File: src/rtl/m4_im_pkg.sv
// m4_im_pkg
//   Shared definitions for the M4 SRAM -> IM EEPROM coefficient readout:
//   controller state encoding, pad byte driven when no byte is presented,
//   and elaboration-time sizing helpers.
package m4_im_pkg;

  typedef enum logic [2:0] {
    IDLE  = 3'd0,
    FETCH = 3'd1,
    WAIT  = 3'd2,
    EMIT  = 3'd3,
    DONE  = 3'd4,
    DRAIN = 3'd5
  } state_t;

  localparam logic [7:0] PAD_BYTE = 8'hFF;

  // Bits needed to hold values 0..value-1.
  function automatic int clog2(input int value);
    int result;
    int v;
    result = 0;
    v = value - 1;
    while (v > 0) begin
      result++;
      v = v >> 1;
    end
    return result;
  endfunction

  // Memory words needed to cover ncoef packed cw-bit coefficients.
  function automatic int nwords(input int ncoef, input int cw, input int mw);
    return (ncoef * cw + mw - 1) / mw;
  endfunction

endpackage

File: src/rtl/m4_im_bitbuf.sv
// m4_im_bitbuf
//   LSB-first bit accumulator: MW-bit words are appended above the bits
//   already held, CW-bit coefficients are taken from the bottom.
// Ports
//   clk, rst      clock, synchronous active-low reset
//   i_clear       empty the buffer (start of a transfer)
//   i_push        append i_data at bit position o_fill
//   i_data        MW-bit memory word
//   i_pop         discard the bottom CW bits
//   o_data        bottom CW bits (current coefficient)
//   o_fill        number of valid bits held
module m4_im_bitbuf
  import m4_im_pkg::*;
#(
  parameter int MW = 32,
  parameter int CW = 13,
  localparam int BW = MW + CW - 1,
  localparam int FW = clog2(MW + CW)
) (
  input  logic          clk,
  input  logic          rst,
  input  logic          i_clear,
  input  logic          i_push,
  input  logic [MW-1:0] i_data,
  input  logic          i_pop,
  output logic [CW-1:0] o_data,
  output logic [FW-1:0] o_fill
);

  logic [BW-1:0] r_buf;
  logic [FW-1:0] r_fill;
  logic [BW-1:0] w_push_bits;

  // A push only happens with fewer than CW bits held, so the shifted word
  // always fits in MW+CW-1 bits and bits above r_fill are already zero.
  assign w_push_bits = {{(CW-1){1'b0}}, i_data} << r_fill;

  always_ff @(posedge clk) begin
    if (!rst) begin
      r_buf  <= '0;
      r_fill <= '0;
    end else if (i_clear) begin
      r_buf  <= '0;
      r_fill <= '0;
    end else if (i_push) begin
      r_buf  <= r_buf | w_push_bits;
      r_fill <= r_fill + FW'(MW);
    end else if (i_pop) begin
      r_buf  <= r_buf >> CW;
      r_fill <= r_fill - FW'(CW);
    end
  end

  assign o_data = r_buf[CW-1:0];
  assign o_fill = r_fill;

endmodule

File: src/rtl/m4_mem_rctrl_im_unpack.sv
// m4_mem_rctrl_im_unpack
//   Reads NCOEF packed CW-bit coefficients from SRAM starting at a runtime
//   base address and streams them as bytes (low byte, optional padded high
//   byte) over a valid/ready handshake toward the IM EEPROM writer.
// Ports
//   clk, rst                 clock, synchronous active-low reset
//   i_start, i_abort         transfer request / cancel
//   i_hi_byte_en             emit high byte too (latched at start)
//   i_base_addr              first word address (latched at start)
//   o_mem_re, o_mem_addr     single-cycle read strobe and word address
//   i_mem_rvalid, i_mem_rdata  read return, variable latency
//   o_out_valid, i_out_ready, o_out_data, o_out_last  byte stream
//   o_busy, o_done           transfer in progress / completed pulse
//
// state | meaning
// IDLE  | waiting for start
// FETCH | read strobe issued for the next word
// WAIT  | read outstanding
// EMIT  | bytes of buffered coefficients presented to the sink
// DONE  | one-cycle completion pulse
// DRAIN | aborted with a read outstanding; swallow the return
module m4_mem_rctrl_im_unpack
  import m4_im_pkg::*;
#(
  parameter int MW    = 32,
  parameter int CW    = 13,
  parameter int NCOEF = 32,
  parameter int AW    = 19
) (
  input  logic          clk,
  input  logic          rst,
  input  logic          i_start,
  input  logic          i_abort,
  input  logic          i_hi_byte_en,
  input  logic [AW-1:0] i_base_addr,
  output logic          o_mem_re,
  output logic [AW-1:0] o_mem_addr,
  input  logic          i_mem_rvalid,
  input  logic [MW-1:0] i_mem_rdata,
  output logic          o_out_valid,
  input  logic          i_out_ready,
  output logic [7:0]    o_out_data,
  output logic          o_out_last,
  output logic          o_busy,
  output logic          o_done
);

  localparam int NWORDS = nwords(NCOEF, CW, MW);
  localparam int WIW    = clog2(NWORDS + 1);
  localparam int CCW    = clog2(NCOEF + 1);
  localparam int FW     = clog2(MW + CW);

  state_t          r_state;
  state_t          w_next;
  logic [AW-1:0]   r_base;
  logic            r_hi;
  logic [WIW-1:0]  r_word_idx;
  logic [CCW-1:0]  r_coef_cnt;
  logic            r_sel;
  logic            r_out_valid;

  logic [CW-1:0]   w_coef;
  logic [FW-1:0]   w_fill;
  logic [15:0]     w_coef16;
  logic            w_hs;
  logic            w_coef_end;
  logic            w_last_coef;
  logic            w_more;
  logic            w_push_enough;
  logic            w_clear;
  logic            w_push;
  logic            w_pop;

  assign w_hs          = r_out_valid & i_out_ready;
  assign w_coef_end    = w_hs & (~r_hi | r_sel);
  assign w_last_coef   = (r_coef_cnt == CCW'(NCOEF - 1));
  // Another coefficient remains buffered once the current one is popped.
  assign w_more        = (32'(w_fill) >= 32'(2 * CW));
  assign w_push_enough = (32'(w_fill) + 32'(MW) >= 32'(CW));

  assign w_clear = (r_state == IDLE)  & i_start & ~i_abort;
  assign w_push  = (r_state == WAIT)  & i_mem_rvalid & ~i_abort;
  assign w_pop   = (r_state == EMIT)  & w_coef_end & ~i_abort;

  m4_im_bitbuf #(
    .MW (MW),
    .CW (CW)
  ) u_bitbuf (
    .clk     (clk),
    .rst     (rst),
    .i_clear (w_clear),
    .i_push  (w_push),
    .i_data  (i_mem_rdata),
    .i_pop   (w_pop),
    .o_data  (w_coef),
    .o_fill  (w_fill)
  );

  always_ff @(posedge clk) begin
    if (!rst) begin
      r_state <= IDLE;
    end else begin
      r_state <= w_next;
    end
  end

  always_comb begin
    w_next = r_state;
    unique case (r_state)
      IDLE:  if (i_start) w_next = FETCH;
      FETCH: w_next = WAIT;
      WAIT:  if (i_mem_rvalid) w_next = w_push_enough ? EMIT : FETCH;
      EMIT: begin
        if (w_coef_end) begin
          if (w_last_coef) w_next = DONE;
          else if (w_more) w_next = EMIT;
          else             w_next = FETCH;
        end
      end
      DONE:  w_next = IDLE;
      DRAIN: if (i_mem_rvalid) w_next = IDLE;
      default: w_next = IDLE;
    endcase
    // A return arriving together with abort needs no draining.
    if (i_abort) begin
      w_next = ((r_state == WAIT) && !i_mem_rvalid) ? DRAIN : IDLE;
    end
  end

  always_ff @(posedge clk) begin
    if (!rst) begin
      r_base      <= '0;
      r_hi        <= 1'b0;
      r_word_idx  <= '0;
      r_coef_cnt  <= '0;
      r_sel       <= 1'b0;
      r_out_valid <= 1'b0;
    end else begin
      // Valid rises one cycle after entering EMIT and drops when leaving it.
      r_out_valid <= (r_state == EMIT) && (w_next == EMIT);
      if (w_clear) begin
        r_base     <= i_base_addr;
        r_hi       <= i_hi_byte_en;
        r_word_idx <= '0;
        r_coef_cnt <= '0;
        r_sel      <= 1'b0;
      end
      if (w_push) begin
        r_word_idx <= r_word_idx + WIW'(1);
      end
      if ((r_state == EMIT) && w_hs && !i_abort) begin
        r_sel <= r_hi & ~r_sel;
        if (w_coef_end) begin
          r_coef_cnt <= r_coef_cnt + CCW'(1);
        end
      end
    end
  end

  always_comb begin
    o_mem_re    = (r_state == FETCH);
    o_mem_addr  = o_mem_re ? (r_base + AW'(r_word_idx)) : '0;
    o_busy      = (r_state == FETCH) || (r_state == WAIT) ||
                  (r_state == EMIT)  || (r_state == DRAIN);
    o_done      = (r_state == DONE);
    o_out_valid = r_out_valid;
    // High byte carries c[CW-1:8] padded with ones above.
    w_coef16           = 16'hFFFF;
    w_coef16[CW-1:0]   = w_coef;
    if (!r_out_valid)  o_out_data = PAD_BYTE;
    else if (r_sel)    o_out_data = w_coef16[15:8];
    else               o_out_data = w_coef16[7:0];
    o_out_last  = r_out_valid & w_last_coef & (~r_hi | r_sel);
  end

endmodule
File: config.mk
export PLATFORM = sky130hd
export DESIGN_NAME = m4_mem_rctrl_im_unpack
export DESIGN_NICKNAME = d
export VERILOG_FILES = /design/src/rtl/m4_im_pkg.sv /design/src/rtl/m4_im_bitbuf.sv /design/src/rtl/m4_mem_rctrl_im_unpack.sv
export SDC_FILE = /design/constraint.sdc
export NUM_CORES = 1
export LEC_CHECK = 0
export CORE_MARGIN = 2
export CORE_UTILIZATION = 30
export CTS_BUF_LIST = sky130_fd_sc_hd__clkbuf_4
export CTS_CLUSTER_SIZE = 20
export DETAILED_ROUTE_END_ITERATION = 8
export HOLD_SLACK_MARGIN = 0.08
export PLACE_DENSITY = 0.45
export SETUP_SLACK_MARGIN = 0.2
export SLEW_MARGIN = 30
export SYNTH_ARGS = -nofsm -noshare
export SYNTH_HDL_FRONTEND = slang
export SYNTH_HIERARCHICAL = 1
export SYNTH_SLANG_ARGS = --single-unit
File: constraint.sdc
create_clock -name clk -period 7.35 [get_ports clk]
set_clock_uncertainty 0.1 [all_clocks]
set_input_delay 0.735 -clock clk [delete_from_list [all_inputs] [get_ports clk]]
set_output_delay 0.735 -clock clk [all_outputs]
set_load 0.02 [all_outputs]
==> impl_metrics.xml, run 1 <==
<?xml version="1.0" encoding="UTF-8"?>
<metrics>
  <group name="status">
    <metric name="outcome" unit="">complete, no violations</metric>
  </group>
  <group name="place">
    <metric name="port_buffers" unit="">89</metric>
    <metric name="gp_congestion" unit="">0.908</metric>
    <metric name="numPlacedInstances" unit="">1195</metric>
    <metric name="post-dp-hpwl" unit="µm">18300</metric>
  </group>
  <group name="floorplan">
    <metric name="initial_utilization" unit="%">30.5</metric>
    <metric name="row_count" unit="">56</metric>
    <metric name="dieWidth" unit="µm">158</metric>
    <metric name="die_y" unit="µm">158</metric>
    <metric name="floorplan.core_area" unit="mm²">0.0233</metric>
    <metric name="ioPinCount" unit="">90</metric>
    <metric name="dieArea" unit="mm²">0.0249</metric>
  </group>
  <group name="global_routing">
    <metric name="grtUsageTotal" unit="%">20.1</metric>
    <metric name="antenna_found_initial" unit="">1</metric>
    <metric name="globalRouteOverflowTotal" unit="">0</metric>
    <metric name="grt_pass1_vias" unit="">6513</metric>
    <metric name="grt_first_pass_wirelength" unit="µm">38600</metric>
    <metric name="grt_start_max_net_pins" unit="">62</metric>
  </group>
  <group name="timing">
    <metric name="maxClockFrequency" unit="MHz">247</metric>
    <metric name="timing_worst_slew_pin_value" unit="ps">948</metric>
    <metric name="setup_viol" unit="">0</metric>
    <metric name="slew_limit_fails" unit="">0</metric>
    <metric name="fin_crit_sh" unit="%">55.2</metric>
    <metric name="rsz_0062_raised_after_global_routing" unit="">no</metric>
    <metric name="timing.final.crit_period" unit="ps">4060</metric>
    <metric name="final_hold_viol_count" unit="">0</metric>
    <metric name="slew-limit-headroom" unit="%">36.7</metric>
    <metric name="fin_tns_setup" unit="ps">0</metric>
  </group>
  <group name="synth">
    <metric name="synth.most_common_cell" unit="">sky130_fd_sc_hd__nand2_1</metric>
    <metric name="netlist.area_leader.share" unit="%">23.9</metric>
    <metric name="synth_flop_cell" unit="">sky130_fd_sc_hd__dfxtp_1</metric>
    <metric name="synthesis.instances" unit="">852</metric>
    <metric name="synth_common_cells" unit="">146 x sky130_fd_sc_hd__nand2_1, 85 x sky130_fd_sc_hd__dfxtp_1, 62 x sky130_fd_sc_hd__a21oi_1, 52 x sky130_fd_sc_hd__nor2_1, 42 x sky130_fd_sc_hd__mux4_2</metric>
    <metric name="area_of_the_mapped_netlist" unit="mm²">0.00711</metric>
    <metric name="postSynth.asyncResetShare" unit="%">0</metric>
    <metric name="synth.lib_cells_used.distinct" unit="">78</metric>
    <metric name="synth_area_leaders" unit="">sky130_fd_sc_hd__dfxtp_1 24%, sky130_fd_sc_hd__mux4_2 13%, sky130_fd_sc_hd__nand2_1 7.7%, sky130_fd_sc_hd__mux2i_1 5.4%, sky130_fd_sc_hd__a21oi_1 4.4%</metric>
    <metric name="ys_warn_count" unit="">6</metric>
    <metric name="ys_seq_elements" unit="">85</metric>
    <metric name="synthesis.area_per_instance" unit="µm²">8.34</metric>
    <metric name="yosysTopAreaCell" unit="">sky130_fd_sc_hd__dfxtp_1</metric>
    <metric name="synth_sequential_area_ratio" unit="%">23.9</metric>
    <metric name="synth_enable_flop_cells" unit="">0</metric>
    <metric name="syn-num-nets" unit="">918</metric>
  </group>
  <group name="layout">
    <metric name="fin_nets" unit="">953</metric>
    <metric name="utilization" unit="%">35.2</metric>
    <metric name="fraction_of_final_layout_cells_sized_beyond_drive_strength_1" unit="%">12.7</metric>
    <metric name="finish.cell_count_without_fillers" unit="">1212</metric>
    <metric name="area_delta_synth_final" unit="%">15.4</metric>
  </group>
  <group name="hold_path">
    <metric name="cell_count_of_the_worst_hold_path" unit="">2</metric>
    <metric name="hold_end" unit="">r_base[3]</metric>
    <metric name="worstHoldStart" unit="">r_base[3]</metric>
    <metric name="worstHoldPathType" unit="">reg -&gt; reg</metric>
  </group>
  <group name="worst_setup_path">
    <metric name="ff2ff_path_depth" unit="">10</metric>
    <metric name="setup.worst_path.end_class" unit="">output port</metric>
    <metric name="critical_path.startpoint_type" unit="">flip-flop</metric>
    <metric name="critical_path_arrival" unit="ps">3220</metric>
    <metric name="crit_path_max_fanout" unit="">14</metric>
    <metric name="reg2reg_to" unit="">u_bitbuf/r_buf[37]</metric>
    <metric name="worst-r2r-setup-slack" unit="ps">4080</metric>
    <metric name="timing.rr.start" unit="">r_state[0]</metric>
    <metric name="worstPathRequired" unit="ps">6510</metric>
    <metric name="critPathKind" unit="">reg -&gt; out</metric>
  </group>
  <group name="cts">
    <metric name="post_cts.resized_instances" unit="">0</metric>
    <metric name="cts_hold_buf" unit="">0</metric>
    <metric name="worstSkewPairLatency" unit="ps">460</metric>
    <metric name="cts_tree" unit="">yes</metric>
    <metric name="cts_root_buf" unit="">sky130_fd_sc_hd__clkbuf_4</metric>
    <metric name="cts.sink_count" unit="">85</metric>
    <metric name="cts_inserted_buffers" unit="">9</metric>
    <metric name="cts_max_path_buffers" unit="">2</metric>
    <metric name="post-cts-setup-buffer-count" unit="">0</metric>
    <metric name="h-tree-depth" unit="">3</metric>
    <metric name="clock_pin_slew_of_the_registers_on_the_worst_case_setup_and_hold_paths" unit="ps">140</metric>
  </group>
  <group name="drt">
    <metric name="drtAntennaViolNets" unit="">0</metric>
    <metric name="finalWirelength" unit="µm">25000</metric>
    <metric name="dr.pass1.iters" unit="">5</metric>
    <metric name="detail_route.wl_per_cell" unit="µm">20.6</metric>
    <metric name="drc_errors" unit="">0</metric>
    <metric name="detail_route.vias_per_cell" unit="">5.64</metric>
    <metric name="detailed_route_via_count" unit="">6832</metric>
    <metric name="detail_route.iter0.violations" unit="">540</metric>
  </group>
  <group name="power_and_ir_drop">
    <metric name="powerDensity" unit="mW/mm²">108</metric>
    <metric name="p_leak" unit="nW">2.58</metric>
    <metric name="power.ir.vdd_worst" unit="µV">47.9</metric>
  </group>
  <group name="job">
    <metric name="cap_violations" unit="">0</metric>
  </group>
</metrics>
power by group:
group / switching (W) / internal [W]
logic: 0.0000874 / 0.0000730
registers: 0.00000938 / 0.000467
clock network: 0.000179 / 0.0000714
final cells by class:
class                      instances  area, µm²
tap                              319        399
timing repair buffer             102        988
clock inverter                     7       50.0
multi-input combinational        671       4920
clock buffer                       9       67.6
sequential                        85       1710
inverter                          18       67.6
antenna                            1       2.50
fill                            2500      15100
metrics by stage:
stage          hold WS (ps)  instance area [µm²]  worst slack (ps)  power (W)
3_3_place_gp            351                 8080              3150   0.000647
3_5_place_dp            358                 8080              3140   0.000646
5_1_grt                 407                 8200              2960   0.000929
6_report                380                 8200              3290   0.000888
2_1_floorplan           341                 7110              4420   0.000564
4_1_cts                 380                 8200              3240   0.000898
cells by family after synthesis:
| family | after synthesis | share of synthesized area (%) |
|---|---|---|
| fa+ha+maj | 8 | 1.51 |
| mux | 109 | 23.9 |
| compound gates | 217 | 20.1 |
| simple gates | 325 | 22.1 |
| buf+inv | 96 | 6.95 |
| xor+xnor | 12 | 1.48 |
| flops | 85 | 23.9 |
state kept, by name, indices dropped and copies added, names as in the netlist:
signal,cells
u_bitbuf/o_fill,6
r_coef_cnt,6
o_out_valid,1
u_bitbuf/r_buf,44
r_hi,1
r_sel,1
r_word_idx,4
r_state,3
r_base,19
cells in the final DEF, fill, tap and decap left out, types with 9 or more instances in the layout:
master                              n
sky130_fd_sc_hd__a211oi_1          16
sky130_fd_sc_hd__a21oi_1           62
sky130_fd_sc_hd__a31oi_1           19
sky130_fd_sc_hd__buf_4             13
sky130_fd_sc_hd__clkbuf_4           9
sky130_fd_sc_hd__clkdlybuf4s50_1   89
sky130_fd_sc_hd__dfxtp_1           81
sky130_fd_sc_hd__inv_1             15
sky130_fd_sc_hd__mux2_2            24
sky130_fd_sc_hd__mux2i_1           38
sky130_fd_sc_hd__mux4_2            42
sky130_fd_sc_hd__nand2_1          146
sky130_fd_sc_hd__nand2b_1          19
sky130_fd_sc_hd__nand3_1           31
sky130_fd_sc_hd__nor2_1            51
sky130_fd_sc_hd__nor3_1            12
sky130_fd_sc_hd__o211ai_1          10
sky130_fd_sc_hd__o21ai_0           33
sky130_fd_sc_hd__o22ai_1           10
sky130_fd_sc_hd__xnor2_1           11
worst max path at each step:
stage,startpoint,slack [ps],cells past startpoint,endpoint
detailed placement,i_abort,3140,11,u_bitbuf/r_buf[37]
finish,r_word_idx[1],3290,6,o_mem_addr[11]
global placement,i_abort,3150,11,u_bitbuf/r_buf[37]
CTS,r_word_idx[1],3240,6,o_mem_addr[7]
floorplan,i_abort,4420,10,u_bitbuf/r_buf[38]
global route,r_word_idx[1],2960,6,o_mem_addr[7]
worst max-delay path, stage by stage (launching register included):
cell                              delay (ps)
sky130_fd_sc_hd__dfxtp_1                 470
sky130_fd_sc_hd__ha_1                    290
sky130_fd_sc_hd__a211o_1                 290
sky130_fd_sc_hd__a21oi_1                 710
sky130_fd_sc_hd__o31ai_1                 180
sky130_fd_sc_hd__a21oi_1                 190
sky130_fd_sc_hd__clkdlybuf4s50_1         640
layer usage:
metal | routed length, µm | vias up | global-route usage [%]
met2 | 11600 | 260 | 32.8
met3 | 1680 | 43 | 2.90
met1 | 10900 | 3276 | 26.8
met4 | 873 | 0 | 7.66
li1 | - | 3253 | -
met5 | 0 | - | 0
(Power assumes the default switching activity.)
==> run 2, diff against run 1 <==
Clock period 7.35 ns to 3.75 ns, I/O delays scaled along.
==> impl_metrics.xml, run 2 (same netlist as run 1, synthesis figures left out) <==
<?xml version="1.0" encoding="UTF-8"?>
<metrics>
  <group name="global_routing">
    <metric name="grt_busiest_layer" unit="">met2</metric>
    <metric name="grt_first_pass_wirelength" unit="µm">39000</metric>
    <metric name="grt_start_max_net_pins" unit="">53</metric>
    <metric name="antenna_found_initial" unit="">1</metric>
    <metric name="groute.layer.met2.usage" unit="%">32.8</metric>
    <metric name="met1_usage" unit="%">27.7</metric>
    <metric name="grtUsageTotal" unit="%">20.3</metric>
    <metric name="globalRouteOverflowTotal" unit="">0</metric>
    <metric name="grt_util_met3" unit="%">2.76</metric>
    <metric name="grt_pass1_vias" unit="">6566</metric>
  </group>
  <group name="hold_path">
    <metric name="worstHoldPathType" unit="">in -&gt; reg</metric>
  </group>
  <group name="floorplan">
    <metric name="initial_utilization" unit="%">30.5</metric>
    <metric name="row_count" unit="">56</metric>
    <metric name="dieArea" unit="mm²">0.0249</metric>
    <metric name="ioPinCount" unit="">90</metric>
    <metric name="die_y" unit="µm">158</metric>
    <metric name="floorplan.core_area" unit="mm²">0.0233</metric>
    <metric name="dieWidth" unit="µm">158</metric>
  </group>
  <group name="worst_setup_path">
    <metric name="setup.worst_path.end_class" unit="">output port</metric>
    <metric name="critical_path.startpoint_type" unit="">flip-flop</metric>
    <metric name="critical_path_arrival" unit="ps">2900</metric>
    <metric name="critical_path.top_delay_family" unit="">buffers and inverters</metric>
    <metric name="cp_slowest_cell" unit="">sky130_fd_sc_hd__clkdlybuf4s50_1</metric>
    <metric name="critPathKind" unit="">reg -&gt; out</metric>
    <metric name="crit_path_max_fanout" unit="">14</metric>
    <metric name="worstPathRequired" unit="ps">3270</metric>
    <metric name="critPathBufInv" unit="">2</metric>
    <metric name="cpMostUsedCell" unit="">sky130_fd_sc_hd__a21oi_1</metric>
    <metric name="worstPathCellList" unit="">ha_1, o21a_1, a21oi_1, buf_4, or4_1, a21oi_1, clkdlybuf4s50_1</metric>
    <metric name="timing.critical_path.slowest_cell_delay" unit="ps">620</metric>
  </group>
  <group name="drt">
    <metric name="drc_errors" unit="">0</metric>
    <metric name="detail_route.iter0.violations" unit="">447</metric>
    <metric name="detail_route.vias_per_cell" unit="">5.61</metric>
    <metric name="dr.pass1.iters" unit="">6</metric>
    <metric name="detailed_route_via_count" unit="">6883</metric>
    <metric name="finalWirelength" unit="µm">25100</metric>
    <metric name="drtAntennaViolNets" unit="">0</metric>
    <metric name="detail_route.wl_per_cell" unit="µm">20.5</metric>
  </group>
  <group name="timing">
    <metric name="post-route-worst-setup-slack" unit="ps">378</metric>
    <metric name="maxClockFrequency" unit="MHz">297</metric>
    <metric name="rsz_0062_raised_after_global_routing" unit="">no</metric>
    <metric name="timing_worst_slew_pin_value" unit="ps">894</metric>
    <metric name="fin_tns_setup" unit="ps">0</metric>
    <metric name="slew-limit-headroom" unit="%">40.4</metric>
    <metric name="slew_limit_fails" unit="">0</metric>
    <metric name="final_hold_viol_count" unit="">0</metric>
    <metric name="setup_viol" unit="">0</metric>
    <metric name="fin_crit_sh" unit="%">89.9</metric>
    <metric name="timing.final.crit_period" unit="ps">3370</metric>
  </group>
  <group name="status">
    <metric name="outcome" unit="">complete, no violations</metric>
  </group>
  <group name="layout">
    <metric name="most-common-layout-cells" unit="">146 x sky130_fd_sc_hd__nand2_1, 85 x sky130_fd_sc_hd__clkdlybuf4s50_1, 80 x sky130_fd_sc_hd__dfxtp_1</metric>
    <metric name="area_delta_synth_final" unit="%">17.4</metric>
    <metric name="fin_nets" unit="">967</metric>
    <metric name="most_common_cell_after_layout_fill_and_taps_aside" unit="">sky130_fd_sc_hd__nand2_1</metric>
    <metric name="regArea" unit="mm²">0.00171</metric>
    <metric name="largest-register" unit="">u_bitbuf/r_buf</metric>
    <metric name="reg_top3" unit="">u_bitbuf/r_buf (44), r_base (19)</metric>
    <metric name="fillerInstances" unit="">2477</metric>
    <metric name="area_taken_by_multi_input_logic_gates" unit="mm²">0.00491</metric>
    <metric name="flip_flop_count_of_the_largest_register_after_layout" unit="">44</metric>
    <metric name="utilization" unit="%">35.8</metric>
    <metric name="fraction_of_final_layout_cells_sized_beyond_drive_strength_1" unit="%">14.0</metric>
  </group>
  <group name="cts">
    <metric name="h-tree-depth" unit="">3</metric>
    <metric name="post-cts-setup-buffer-count" unit="">0</metric>
    <metric name="cts_inserted_buffers" unit="">9</metric>
    <metric name="cts.sink_count" unit="">85</metric>
    <metric name="cts_hold_buf" unit="">0</metric>
    <metric name="cts_max_path_buffers" unit="">2</metric>
    <metric name="cts_tree" unit="">yes</metric>
    <metric name="cts_root_buf" unit="">sky130_fd_sc_hd__clkbuf_4</metric>
    <metric name="clock_pin_slew_of_the_registers_on_the_worst_case_setup_and_hold_paths" unit="ps">160</metric>
    <metric name="worstSkewPairLatency" unit="ps">460</metric>
  </group>
  <group name="place">
    <metric name="dpl_worst_slack" unit="ps">684</metric>
    <metric name="port_buffers" unit="">89</metric>
    <metric name="gp_congestion" unit="">0.928</metric>
    <metric name="post-dp-hpwl" unit="µm">18600</metric>
  </group>
  <group name="power_and_ir_drop">
    <metric name="power.ir.vdd_worst" unit="µV">114</metric>
    <metric name="p_leak" unit="nW">2.73</metric>
    <metric name="powerDensity" unit="mW/mm²">218</metric>
  </group>
  <group name="job">
    <metric name="cap_violations" unit="">0</metric>
  </group>
</metrics>
-- run 2: changes by cell type in the layout (fill, tap and decap cells not counted), sizes merged --
cell           before  now
bufinv              0    1
buf                13   27
clkinv              6    5
dlymetal6s2s        0    3
clkdlybuf4s50      89   85
clkinvlp            1    0
dlygate4sd2         0    1
inv                18   19
-- run 2: where the power goes --
group	switching [W]	leakage, nW	internal (W)
Clock	0.000357	0.0785	0.000206
Sequential	0.0000174	0.690	0.000916
Combinational	0.000175	1.96	0.000148
Total	0.000549	2.73	0.00127
-- run 2: worst paths after layout --
kind	startpoint	endpoint	slack (ps)	depth (start not counted)
max	r_word_idx[2]	o_mem_addr[11]	380	7
min	i_base_addr[15]	r_base[15]	330	3
max reg2reg	u_bitbuf/o_fill[1]	u_bitbuf/r_buf[32]	950	6
min reg2reg	r_base[0]	r_base[0]	380	2
-- run 2: final cells by class --
cell class              instances  share of cell area [%]
diodes                          1                  0.0300
clock buffers                   9                   0.810
clock inverters                 7                   0.840
inverters                      18                   0.810
multi-input cells             671                    58.9
flip-flops and latches         85                    20.5
well taps                     319                    4.78
repair buffers                116                    13.3
-- run 2: layer usage --
layer / up-vias / wire [µm]
li1: 3288 / -
met1: 3341 / 11400
met2: 215 / 11700
met3: 39 / 1330
met4: 0 / 778
met5: - / 0
-- run 2: worst register-to-register path, cell delays in order, from the launching register on --
cell and delay (ps):
sky130_fd_sc_hd__dfxtp_4 840, sky130_fd_sc_hd__buf_4 350, sky130_fd_sc_hd__mux2_2 360, sky130_fd_sc_hd__a21oi_1 260
sky130_fd_sc_hd__a2111oi_0 230, sky130_fd_sc_hd__a2111oi_0 440, sky130_fd_sc_hd__a21oi_1 120
-- run 2: stage by stage --
stage | cell area (µm²) | instances | total power [W] | hold slack, ps
2_1_floorplan | 7110 | 852 | 0.00111 | 341
3_5_place_dp | 8200 | 1209 | 0.00127 | 353
6_report | 8340 | 1226 | 0.00182 | 330
4_1_cts | 8330 | 1225 | 0.00184 | 292
5_1_grt | 8340 | 1226 | 0.00191 | 293
3_3_place_gp | 8200 | 1209 | 0.00128 | 354
-- run 2: repair_timing --
item,CTS,global route
hold endpoints to repair,0,0
pin swaps,0,0
resized for setup,1,4
setup endpoints to repair,1,4
